**src/rtl/huffman_row_scheduler.sv**
```systemverilog
// huffman_row_scheduler
//   Merges the per-row Huffman block streams of one frame into a single
//   output stream. Pops exactly one complete block from each row in strict
//   round-robin order (row 0..ROW-1, repeated blocks_per_row times), tags
//   the first word with sop and the last word with eop, and drives a
//   registered valid/ready output stage.
//
// Ports
//   clk, rst_n        clock (rising edge), asynchronous active-low reset
//   start             one-cycle frame start pulse (honoured in IDLE only)
//   blocks_per_row    blocks each row contributes; sampled on accepted start
//   ch_empty/data/last  show-ahead FIFO heads, one per row
//   ch_rd             per-row pop strobe, one-hot or zero
//   out_valid/ready   output handshake
//   out_data/last/sop/eop  output word and its framing flags
//   sel               row currently being drained
//   busy              frame in progress (state != IDLE)
//   frame_done        one-cycle pulse after the eop word is accepted

// Per-row pop strobe: the shared pop decision is steered to the row that
// matches the current selection.
module huffman_row_scheduler_lane #(
  parameter int LANE  = 0,
  parameter int SEL_W = 2
) (
  input  logic             pop,
  input  logic [SEL_W-1:0] sel,
  output logic             rd
);
  assign rd = pop & (sel == SEL_W'(LANE));
endmodule

module huffman_row_scheduler #(
  parameter  int ROW    = 3,
  parameter  int DATA_W = 71,
  parameter  int BLK_W  = 16,
  localparam int SEL_W  = $clog2(ROW)
) (
  input  logic                       clk,
  input  logic                       rst_n,
  input  logic                       start,
  input  logic [BLK_W-1:0]           blocks_per_row,
  input  logic [ROW-1:0]             ch_empty,
  input  logic [ROW-1:0][DATA_W-1:0] ch_data,
  input  logic [ROW-1:0]             ch_last,
  output logic [ROW-1:0]             ch_rd,
  output logic                       out_valid,
  input  logic                       out_ready,
  output logic [DATA_W-1:0]          out_data,
  output logic                       out_last,
  output logic                       out_sop,
  output logic                       out_eop,
  output logic [SEL_W-1:0]           sel,
  output logic                       busy,
  output logic                       frame_done
);

  typedef enum logic [1:0] {IDLE, RUN, DRAIN} state_t;

  state_t           state, state_nxt;
  logic [BLK_W-1:0] blk_target;
  logic [BLK_W-1:0] blk_cnt;
  logic             first_pending;

  logic             start_ok;
  logic             pop;
  logic             drain_ok;
  logic             out_free;
  logic             sel_last;
  logic             blk_last;
  logic             eop_w;

  // Output register can take a new word when empty or being emptied this cycle.
  assign out_free = ~out_valid | out_ready;
  assign sel_last = (sel == SEL_W'(ROW - 1));
  assign blk_last = (blk_cnt == blk_target - 1'b1);
  assign eop_w    = ch_last[sel] & sel_last & blk_last;

  // ---------------------------------------------------------------- FSM
  always_ff @(posedge clk or negedge rst_n) begin
    if (!rst_n) state <= IDLE;
    else        state <= state_nxt;
  end

  always_comb begin
    state_nxt = state;
    case (state)
      IDLE:    if (start_ok)     state_nxt = RUN;
      RUN:     if (pop && eop_w) state_nxt = DRAIN;
      DRAIN:   if (drain_ok)     state_nxt = IDLE;
      default:                   state_nxt = IDLE;
    endcase
  end

  always_comb begin
    busy     = (state != IDLE);
    start_ok = (state == IDLE) & start & (|blocks_per_row);
    // An empty selected row stalls everything; other rows are never touched.
    pop      = (state == RUN) & ~ch_empty[sel] & out_free;
    drain_ok = (state == DRAIN) & out_free;
  end

  // ---------------------------------------------------------- pop steering
  for (genvar g = 0; g < ROW; g++) begin : g_lane
    huffman_row_scheduler_lane #(
      .LANE  (g),
      .SEL_W (SEL_W)
    ) u_lane (
      .pop (pop),
      .sel (sel),
      .rd  (ch_rd[g])
    );
  end

  // ---------------------------------------------- sequencing and datapath
  always_ff @(posedge clk or negedge rst_n) begin
    if (!rst_n) begin
      blk_target    <= '0;
      blk_cnt       <= '0;
      sel           <= '0;
      first_pending <= 1'b0;
      out_valid     <= 1'b0;
      out_data      <= '0;
      out_last      <= 1'b0;
      out_sop       <= 1'b0;
      out_eop       <= 1'b0;
      frame_done    <= 1'b0;
    end else begin
      frame_done <= drain_ok;

      if (start_ok) begin
        blk_target    <= blocks_per_row;
        blk_cnt       <= '0;
        sel           <= '0;
        first_pending <= 1'b1;
      end

      if (pop) begin
        // A pop in the same cycle as the downstream handshake replaces the
        // register contents directly, so there is no bubble.
        out_valid     <= 1'b1;
        out_data      <= ch_data[sel];
        out_last      <= ch_last[sel];
        out_sop       <= first_pending;
        out_eop       <= eop_w;
        first_pending <= 1'b0;
        // Block boundary: move to the next row; wrapping past the last row
        // completes one round of blocks.
        if (ch_last[sel]) begin
          if (sel_last) begin
            sel     <= '0;
            blk_cnt <= blk_cnt + 1'b1;
          end else begin
            sel <= sel + 1'b1;
          end
        end
      end else if (out_ready) begin
        out_valid <= 1'b0;
      end
    end
  end

endmodule
```
**config.mk**
```make
export PLATFORM = sky130hd
export DESIGN_NAME = huffman_row_scheduler
export DESIGN_NICKNAME = d
export VERILOG_FILES = /design/src/rtl/huffman_row_scheduler.sv
export SDC_FILE = /design/constraint.sdc
export NUM_CORES = 1
export LEC_CHECK = 0
export ABC_AREA = 1
export CORE_UTILIZATION = 38
export CTS_CLUSTER_SIZE = 40
export DETAILED_ROUTE_END_ITERATION = 7
export PLACE_DENSITY = 0.77
export SLEW_MARGIN = 30
export SYNTH_ARGS = -nofsm -noshare
export SYNTH_HDL_FRONTEND = slang
export SYNTH_SLANG_ARGS = --single-unit
export TNS_END_PERCENT = 50
```
**constraint.sdc**
```tcl
create_clock -name clk -period 2.2 [get_ports clk]
set_clock_uncertainty 0.2 [all_clocks]
set_input_delay 0.44 -clock clk [delete_from_list [all_inputs] [get_ports clk]]
set_output_delay 0.44 -clock clk [all_outputs]
set_load 0.02 [all_outputs]
```
==> Word-level counts from Yosys, hierarchy flattened <==
Index checks and enable logic that the tools add are counted.
{ "classes": {"addsub": 3, "magnitude_cmp": 1, "n_mux": 22, "bitwise": 13, "eq_ne": 8, "n_reduce_logical": 8} }
{ "op_table": {"columns": ["operator", "n"], "rows": [
  ["$bmux W71 S2", 1],
  ["$mux W71", 1],
  ["$mux W16", 4],
  ["$add A16 B1 Y16 const B", 1],
  ["$eq A16 B16 Y1", 1],
  ["$reduce_or A16 Y1", 1],
  ["$sub A16 B1 Y16 const B", 1],
  ["$mux W2", 7],
  ["$and A1 B1 Y1", 10],
  ["$mux W1", 6],
  ["$ne A2 B2 Y1 const B", 3],
  ["$pmux W2 S3", 1],
  ["$reduce_bool A2 Y1", 3],
  ["$bmux W1 S2", 2],
  ["$eq A2 B1 Y1 const B", 2],
  ["$eq A2 B2 Y1 const B", 2],
  ["$logic_not A2 Y1", 2],
  ["$lt A2 B3 Y1 const B", 1],
  ["$reduce_and A3 Y1", 1],
  ["$add A2 B1 Y2 const B", 1],
  ["$not A1 Y1", 2],
  ["$logic_and A1 B1 Y1", 1],
  ["$or A1 B1 Y1", 1]
]} }
{ "word_totals": {"inputBits": 239, "regBits": 113} }

==> Longest topological paths before layout <==
Gate-level depths: netlist of the first run.
{ "logic_depth": {"ltp_word": 8, "ltp_mapped": 14, "mapped_depth_nobuf": 14} }

==> Cells and area by module <==
Synthesis of the first run repeated with hierarchy kept, for this count alone.
{ "unflattened": {"cells_unflattened": 848, "area_unflattened_um2": 6490.0} }
{ "modules_own_cells": {"columns": ["module", "area_each_um2", "instances", "seq_area_each_um2", "cells_per_inst"], "rows": [
  ["huffman_row_scheduler", 6456.2, 1, 2827.7, 841],
  ["huffman_row_scheduler_lane (g_lane[1].u_lane ...)", 10.0, 2, 0.0, 2],
  ["huffman_row_scheduler_lane (g_lane[0].u_lane)", 13.8, 1, 0.0, 3]
]} }

==> Least setup slack after synthesis of the first run <==
No wires, ideal clock.
{ "synth_timing": {"kind": "flip-flop to output port", "from": "register sel[1]", "to": "output port ch_rd[0]", "required_ns": 1.560, "path_slack_ns": -0.051, "arrival_time_ns": 1.611, "path_buffers": 2, "stages_incl_launch_ff": 12, "cell_sequence": "dfrtp_1 > inv_1 > nor2_2 > nand2_1 > nand2_1 > nor2_2 > nand2_2 > inv_1 > nand2_1 > inv_2 > buf_2 > buf_4"} }
{ "synth_between": {"elab_chain_len": 6} }
{ "synth_lines": {"columns": ["item", "line_no", "rtl"], "rows": [
  ["start, declared", "53", "output logic [SEL_W-1:0] sel,"],
  ["start signal, assigned", "154", "sel <= sel + 1'b1;"],
  ["$bmux W1 S2", "99", "pop = (state == RUN) & ~ch_empty[sel] & out_free;"],
  ["$mux W1 (implied by the code)", "99", null],
  ["$not A1 Y1", "99", null],
  ["$and A1 B1 Y1 (2 in series)", "99", null],
  ["$and A1 B1 Y1 *", "30", "assign rd = pop & (sel == SEL_W'(LANE));"],
  ["end, declared", "46", "output logic [ROW-1:0] ch_rd,"]
]} }
Mark *: on every way between the ends. The rest lies on a longest branch, timed or not. The select of a mux whose other input is x is not followed.

==> Final worst setup path of the first run <==
Same ends and word-level chain as after synthesis.

==> results of run 1 <==
==> metal layers <==
metal,wire length (um),GRT usage (%),vias to the layer above
met2,11540,46.22,255
met3,1506,7.044,50
li1,-,-,3445
met1,8666,29.25,3306
met5,0,0,-
met4,724,12.91,0
==> kinds of logic (layout without fill, tap and decap cells) <==
logic type	Yosys count	after routing	synth area share (%)
fa+ha+maj	2	2	0.3973
compound gates	122	122	12.82
flops	113	113	44.90
simple gates	483	483	33.40
buf+inv	113	462	7.510
xor+xnor	7	7	0.9736
==> metrics by stage <==
| stage | cell area, um^2 | hold WS [ns] | utilization, % | std cells |
|---|---|---|---|---|
| finish | 10610 | 0.2819 | 66.08 | 1405 |
| global route | 10610 | 0.3032 | 66.08 | 1405 |
| CTS | 10500 | 0.2498 | 65.37 | 1399 |
| detailed placement | 9872 | 0.2234 | 61.48 | 1366 |
| global placement | 9872 | 0.2196 | 61.48 | 1366 |
| floorplan | 6301 | -0.05559 | - | 840 |
==> what timing repair did <==
action / 4_1_cts / 5_1_grt
buffers inserted: 3 / 6
pin swaps: 4 / 12
resized for setup: 31 / 23
endpoints found under the hold margin: 30 / 0
hold buffers: 1 / 0
endpoints found under the setup margin: 39 / 33
==> critical path: stages (launching register included) <==
cell     delay, ns
dfrtp_2       0.41
buf_4         0.14
nor2_4        0.12
nand2_2       0.07
nand2_2       0.09
nor2_4        0.05
nand2_4       0.10
inv_4         0.04
nand2_2       0.05
inv_2         0.04
buf_6         0.12
==> power breakdown <==
| group | switching [mW] | internal [mW] | total, mW | leakage [nW] |
|---|---|---|---|---|
| clock | 0.927 | 1.73 | 2.65 | 0.275 |
| sequential | 0.566 | 2.94 | 3.50 | 1.38 |
| combinational | 3.85 | 3.14 | 7.00 | 3.00 |
| total | 5.35 | 7.81 | 13.2 | 4.66 |
==> synth_stat cells, types with 5 or more instances <==
master    count  area, um^2
o21ai_0      28       140.1
dfrtp_1     113        2828
nor2_1       45       168.9
a22oi_1      31       232.7
buf_2        18       90.09
nand4_1      49       306.5
o211ai_1      5       37.54
inv_1        67       251.5
nand2_1     306        1149
o21a_1       42       315.3
nand3_1      57       285.3
buf_4         5       37.54
clkbuf_1     20       75.07
nor2_2        6       37.54
a21oi_1      14       70.07
nand3b_1      5       37.54
==> sequential cells by signal (all words and copies together) (netlist names) <==
| name | flops |
|---|---|
| sel | 2 |
| blk_target | 16 |
| out_data | 71 |
| out_sop | 1 |
| frame_done | 1 |
| first_pending | 1 |
| blk_cnt | 16 |
| state | 2 |
| out_last | 1 |
| out_eop | 1 |
| out_valid | 1 |
==> area by class of cell <==
class	count	area [um^2]	area share, %
clock buffers	23	478.0	4.504
clock inverters	6	82.58	0.7782
repair buffers	365	3588	33.82
well taps	216	270.3	2.547
inverters	68	257.7	2.429
flip-flops and latches	113	2830	26.67
multi-input cells	614	3104	29.25
==> final timing paths <==
| path | startpoint | endpoint | slack (ns) |
|---|---|---|---|
| hold reg to reg | out_eop | out_eop | 0.28 |
| max in group asynchronous | rst_n | out_data[40] | 0.87 |
| hold / removal | out_eop | out_eop | 0.28 |
| min in group asynchronous | rst_n | out_data[65] | 0.31 |
| setup / recovery | sel[1] | ch_rd[0] | -0.09 |
| setup reg to reg | sel[0] | out_data[65] | 0 |
==> qor.yml, run 1 <==
final_layout:
  antenna_cells: 0
  area_delta_synth_final_pct: 68.51
  fill_cells: 1367
  layout_commonest_cell: "clkdlybuf4s50_1"
  layout_common_cells: "clkdlybuf4s50_1, nand2_1, dfrtp_1, inv_1, nand3_1"
  nNetsFinal: 1420
  drive_gt1_share_pct: 9.588
timing:
  min_period_ns: 2.294
  fmax_mhz: 436.0
  worst_slack_ns: -0.09361
  fin_crit_sh_pct: 104.3
  slew_violations: 0
  setup_tns_ns: -0.2079
  rsz0062_at_grt: "yes"
  relSlewSlack_pct: 67.68
  setup_viol: 3
  tightest_slew_ns: 0.4849
  hold_viol: 0
worst_hold_path:
  hp-class: "reg -> reg"
  hold_depth: 2
clocking:
  cts_max_level: 4
  clock_latency_ns: 0.42
  cts_inserted_buffers: 17
  cts_sinks: 113
  cts_tree: "done"
  clkTransAtPathRegs_ns: 0.05
  cts-root-buf: "clkbuf_16"
  clk_path_buf_depth: 2
route:
  drc_errors: 0
  wl_per_cell_um: 15.97
  dr.pass1.iters: 6
  vias_per_cell: 5.022
  route.vias.total: 7056
  antenna_left: 0
  drt_iter0_drc: 455
  routed_wl_um: 22430
yosys:
  synth-edff-count: 0
  synth-seq-area-share_pct: 44.90
  synth_seq_cells: 113
  ys_warn_count: 0
  synthCells: 840
  synth_area_um2: 6297
  ys_types: 32
  async_reset_ff_share_pct: 100.0
  synth_nets: 1081
  avgSynthCellArea_um2: 7.497
  ys.flop_type: "dfrtp_1"
critical_path:
  crit_type: "reg -> out"
  r2r_cells: 11
  path_max_fanout: 4
  arrival_ns: 1.65
  cp_data_required_time_ns: 1.56
  cp-start-kind: "flop"
  cp-end-kind: "output pin"
placed_design:
  port-buffer-count: 320
  place_hpwl_um: 17130
  dp_slack_ns: -0.5333
  gp_congestion: 0.8648
floorplan:
  num_rows: 46
  design.die.area_um2: 17090
  io_pins: 321
  die_w_um: 130.7
  initial_core_util_pct: 39.22
  die_h_um: 130.7
  core-area_um2: 16060
global_route:
  grt_pass1_wl_um: 33930
  grt_overflow: 0
  grt_usage_pct: 26.24
  grt_pass1_vias: 6926
  grt_max_degree: 49
  antenna_found_initial: 0
power_and_ir_drop:
  total_power_mw: 13.15
  p_leak_nw: 4.657
  powerDensity_nw_per_um2: 1240
  vdd_drop_max_mv: 0.6877
job:
  maxCapViolations: 0
status:
  status: "complete, but fails checks"
  violations: "negative setup slack"
Note: power is estimated with default switching activity, not from simulation.
==> run 2: changes to the inputs <==
==> constraint.sdc (replaced) <==
create_clock -name clk -period 2.2 [get_ports clk]
set_clock_uncertainty 0.2 [all_clocks]
set_input_delay 0.55 -clock clk [delete_from_list [all_inputs] [get_ports clk]]
set_output_delay 0.55 -clock clk [all_outputs]
set_load 0.02 [all_outputs]
==> qor.yml, run 2 (synthesis gave the netlist of run 1 again) <==
status:
  status: "complete, but fails checks"
  violations: "negative setup slack"
clocking:
  clock_latency_ns: 0.41  # about the same
  cts_max_level: 4  # unchanged
  cts_inserted_buffers: 17  # unchanged
  clkTransAtPathRegs_ns: 0.05  # about the same
  cts_sinks: 113  # unchanged
  cts_tree: "done"
  clk_path_buf_depth: 2  # unchanged
  cts-root-buf: "clkbuf_16"
floorplan:
  design.die.area_um2: 17090  # unchanged
  io_pins: 321  # unchanged
  die_h_um: 130.7  # unchanged
  die_w_um: 130.7  # unchanged
  core-area_um2: 16060  # unchanged
  initial_core_util_pct: 39.22  # unchanged
  num_rows: 46  # unchanged
critical_path:
  cp_data_required_time_ns: 1.45  # -0.11 ns
  cp-end-kind: "output pin"
  crit_type: "in -> out"
  r2r_slack_ns: 0.02  # +0.02 ns
  path_max_fanout: 6  # +2
  arrival_ns: 1.67  # +0.02 ns
  cp-start-kind: "primary input"
final_layout:
  reg_top3: "out_data (71), blk_cnt (16), blk_target (16)"
  antenna_cells: 0  # unchanged
  area_delta_synth_final_pct: 72.08
  largest-register: "out_data"
  nNetsFinal: 1429  # +0.63%
  layout_commonest_cell: "nand2_1"
  drive_gt1_share_pct: 10.83  # +1.2 points
  largest_reg_flops: 71  # unchanged
  layout_common_cells: "nand2_1, clkdlybuf4s50_1, dfrtp_1, inv_1, nand3_1"
route:
  routed_wl_um: 23070  # +2.8%
  drc_errors: 0  # unchanged
  dr.pass1.iters: 5  # -1
  antenna_left: 0  # unchanged
  met3_length_um: 1534  # +1.9%
  wl_met2_um: 12090  # +4.8%
  drt_iter0_drc: 415  # -8.8%
  route.vias.total: 7133  # +1.1%
  vias_per_cell: 5.037  # +0.31%
  wl_met1_um: 8950  # +3.3%
  wl_per_cell_um: 16.29  # +2.0%
  routed.top_layer: "met4"
power_and_ir_drop:
  vdd_drop_max_mv: 0.7602  # +11%
  p_leak_nw: 4.895  # +5.1%
  powerDensity_nw_per_um2: 1253  # +1.1%
  total_power_mw: 13.58  # +3.2%
timing:
  min_period_ns: 2.416  # +0.1225 ns
  fin_crit_sh_pct: 109.8  # +5.6 points
  setup_viol: 3  # unchanged
  hold_viol: 0  # unchanged
  setup_tns_ns: -0.5593  # -0.3514 ns
  tightest_slew_ns: 0.4896  # +0.004760 ns
  worst_slack_ns: -0.2161  # -0.1225 ns
  rsz0062_at_grt: "yes"
  fmax_mhz: 413.9  # -5.1%
  slew_violations: 0  # unchanged
  relSlewSlack_pct: 67.36  # -0.32 points
global_route:
  antenna_found_initial: 0  # unchanged
  grt_pass1_vias: 6669  # -3.7%
  grt_max_degree: 83  # +69%
  grt_usage_pct: 25.81  # -0.42 points
  grt_overflow: 0  # unchanged
  grt_pass1_wl_um: 33410  # -1.5%
job:
  maxCapViolations: 0  # unchanged
placed_design:
  gp_congestion: 0.8756  # +1.2%
  port-buffer-count: 320  # unchanged
  place_hpwl_um: 17160  # +0.19%
worst_hold_path:
  hp-class: "reg -> reg"
==> run 2: cell count changes in the layout (fill, tap and decap cells not counted), moves of 4 or more <==
cell	delta
buf_6	+4
clkdlybuf4s50_1	-17
dlymetal6s2s_1	+14
o21ai_0	-5
==> run 2: final timing paths <==
check | startpoint | end | depth (start not counted)
worst max-delay path | ch_empty[0] | ch_rd[0] | 9
worst min-delay path | out_last | out_last | 2
max in group asynchronous | rst_n | first_pending | 3
worst min register to register | out_last | out_last | 2
worst max register to register | sel[0] | out_eop | 13
min in group asynchronous | rst_n | out_data[64] | 2
==> run 2: final cells by class <==
cell class                 instances  area, um^2
fill                            1319        5221
sequential                       113        2830
clock inverter                    11       160.2
timing repair buffer             374        3751
multi-input combinational        614        3103
tap                              216       270.3
inverter                          68       255.2
clock buffer                      20       466.7
==> run 2: critical path, cell delays in order <==
cell	delay [ns]
clkdlybuf4s50_1	0.43
nand2_2	0.09
nand2_4	0.06
nor2_4	0.13
nand2_4	0.10
inv_2	0.07
nand2_2	0.05
inv_2	0.06
buf_6	0.11
==> run 2: per-layer routing <==
metal / global-route usage, % / vias up
li1: - / 3460
met1: 29.44 / 3394
met2: 45.78 / 245
met3: 7.899 / 34
met4: 8.654 / 0
met5: 0 / -
==> run 2: stage by stage <==
stage	utilization (%)	cell area (um^2)	std cells	hold WS, ns	setup slack (ns)
floorplan	-	6317	840	0.05441	-0.02246
global placement	61.91	9941	1375	0.2661	-0.7539
detailed placement	61.91	9941	1375	0.2735	-0.7608
global route	67.48	10840	1416	0.3017	-0.2833
CTS	66.44	10670	1414	0.2882	-0.1900
finish	67.48	10840	1416	0.2768	-0.2161
==> run 2: where the power goes <==
group	total (mW)	internal (mW)	switching, mW
clock	2.96	1.97	0.990
combinational	7.12	3.20	3.92
sequential	3.51	2.93	0.573
==> run 2: repair_timing <==
| item | CTS | global route |
|---|---|---|
| resized for setup | 39 | 40 |
| hold buffers | 1 | 0 |
| pin swaps | 7 | 9 |
| endpoints found under the hold margin | 27 | 0 |
| setup endpoints to repair | 54 | 39 |
| setup buffers | 8 | 4 |
| gates cloned | 0 | 2 |
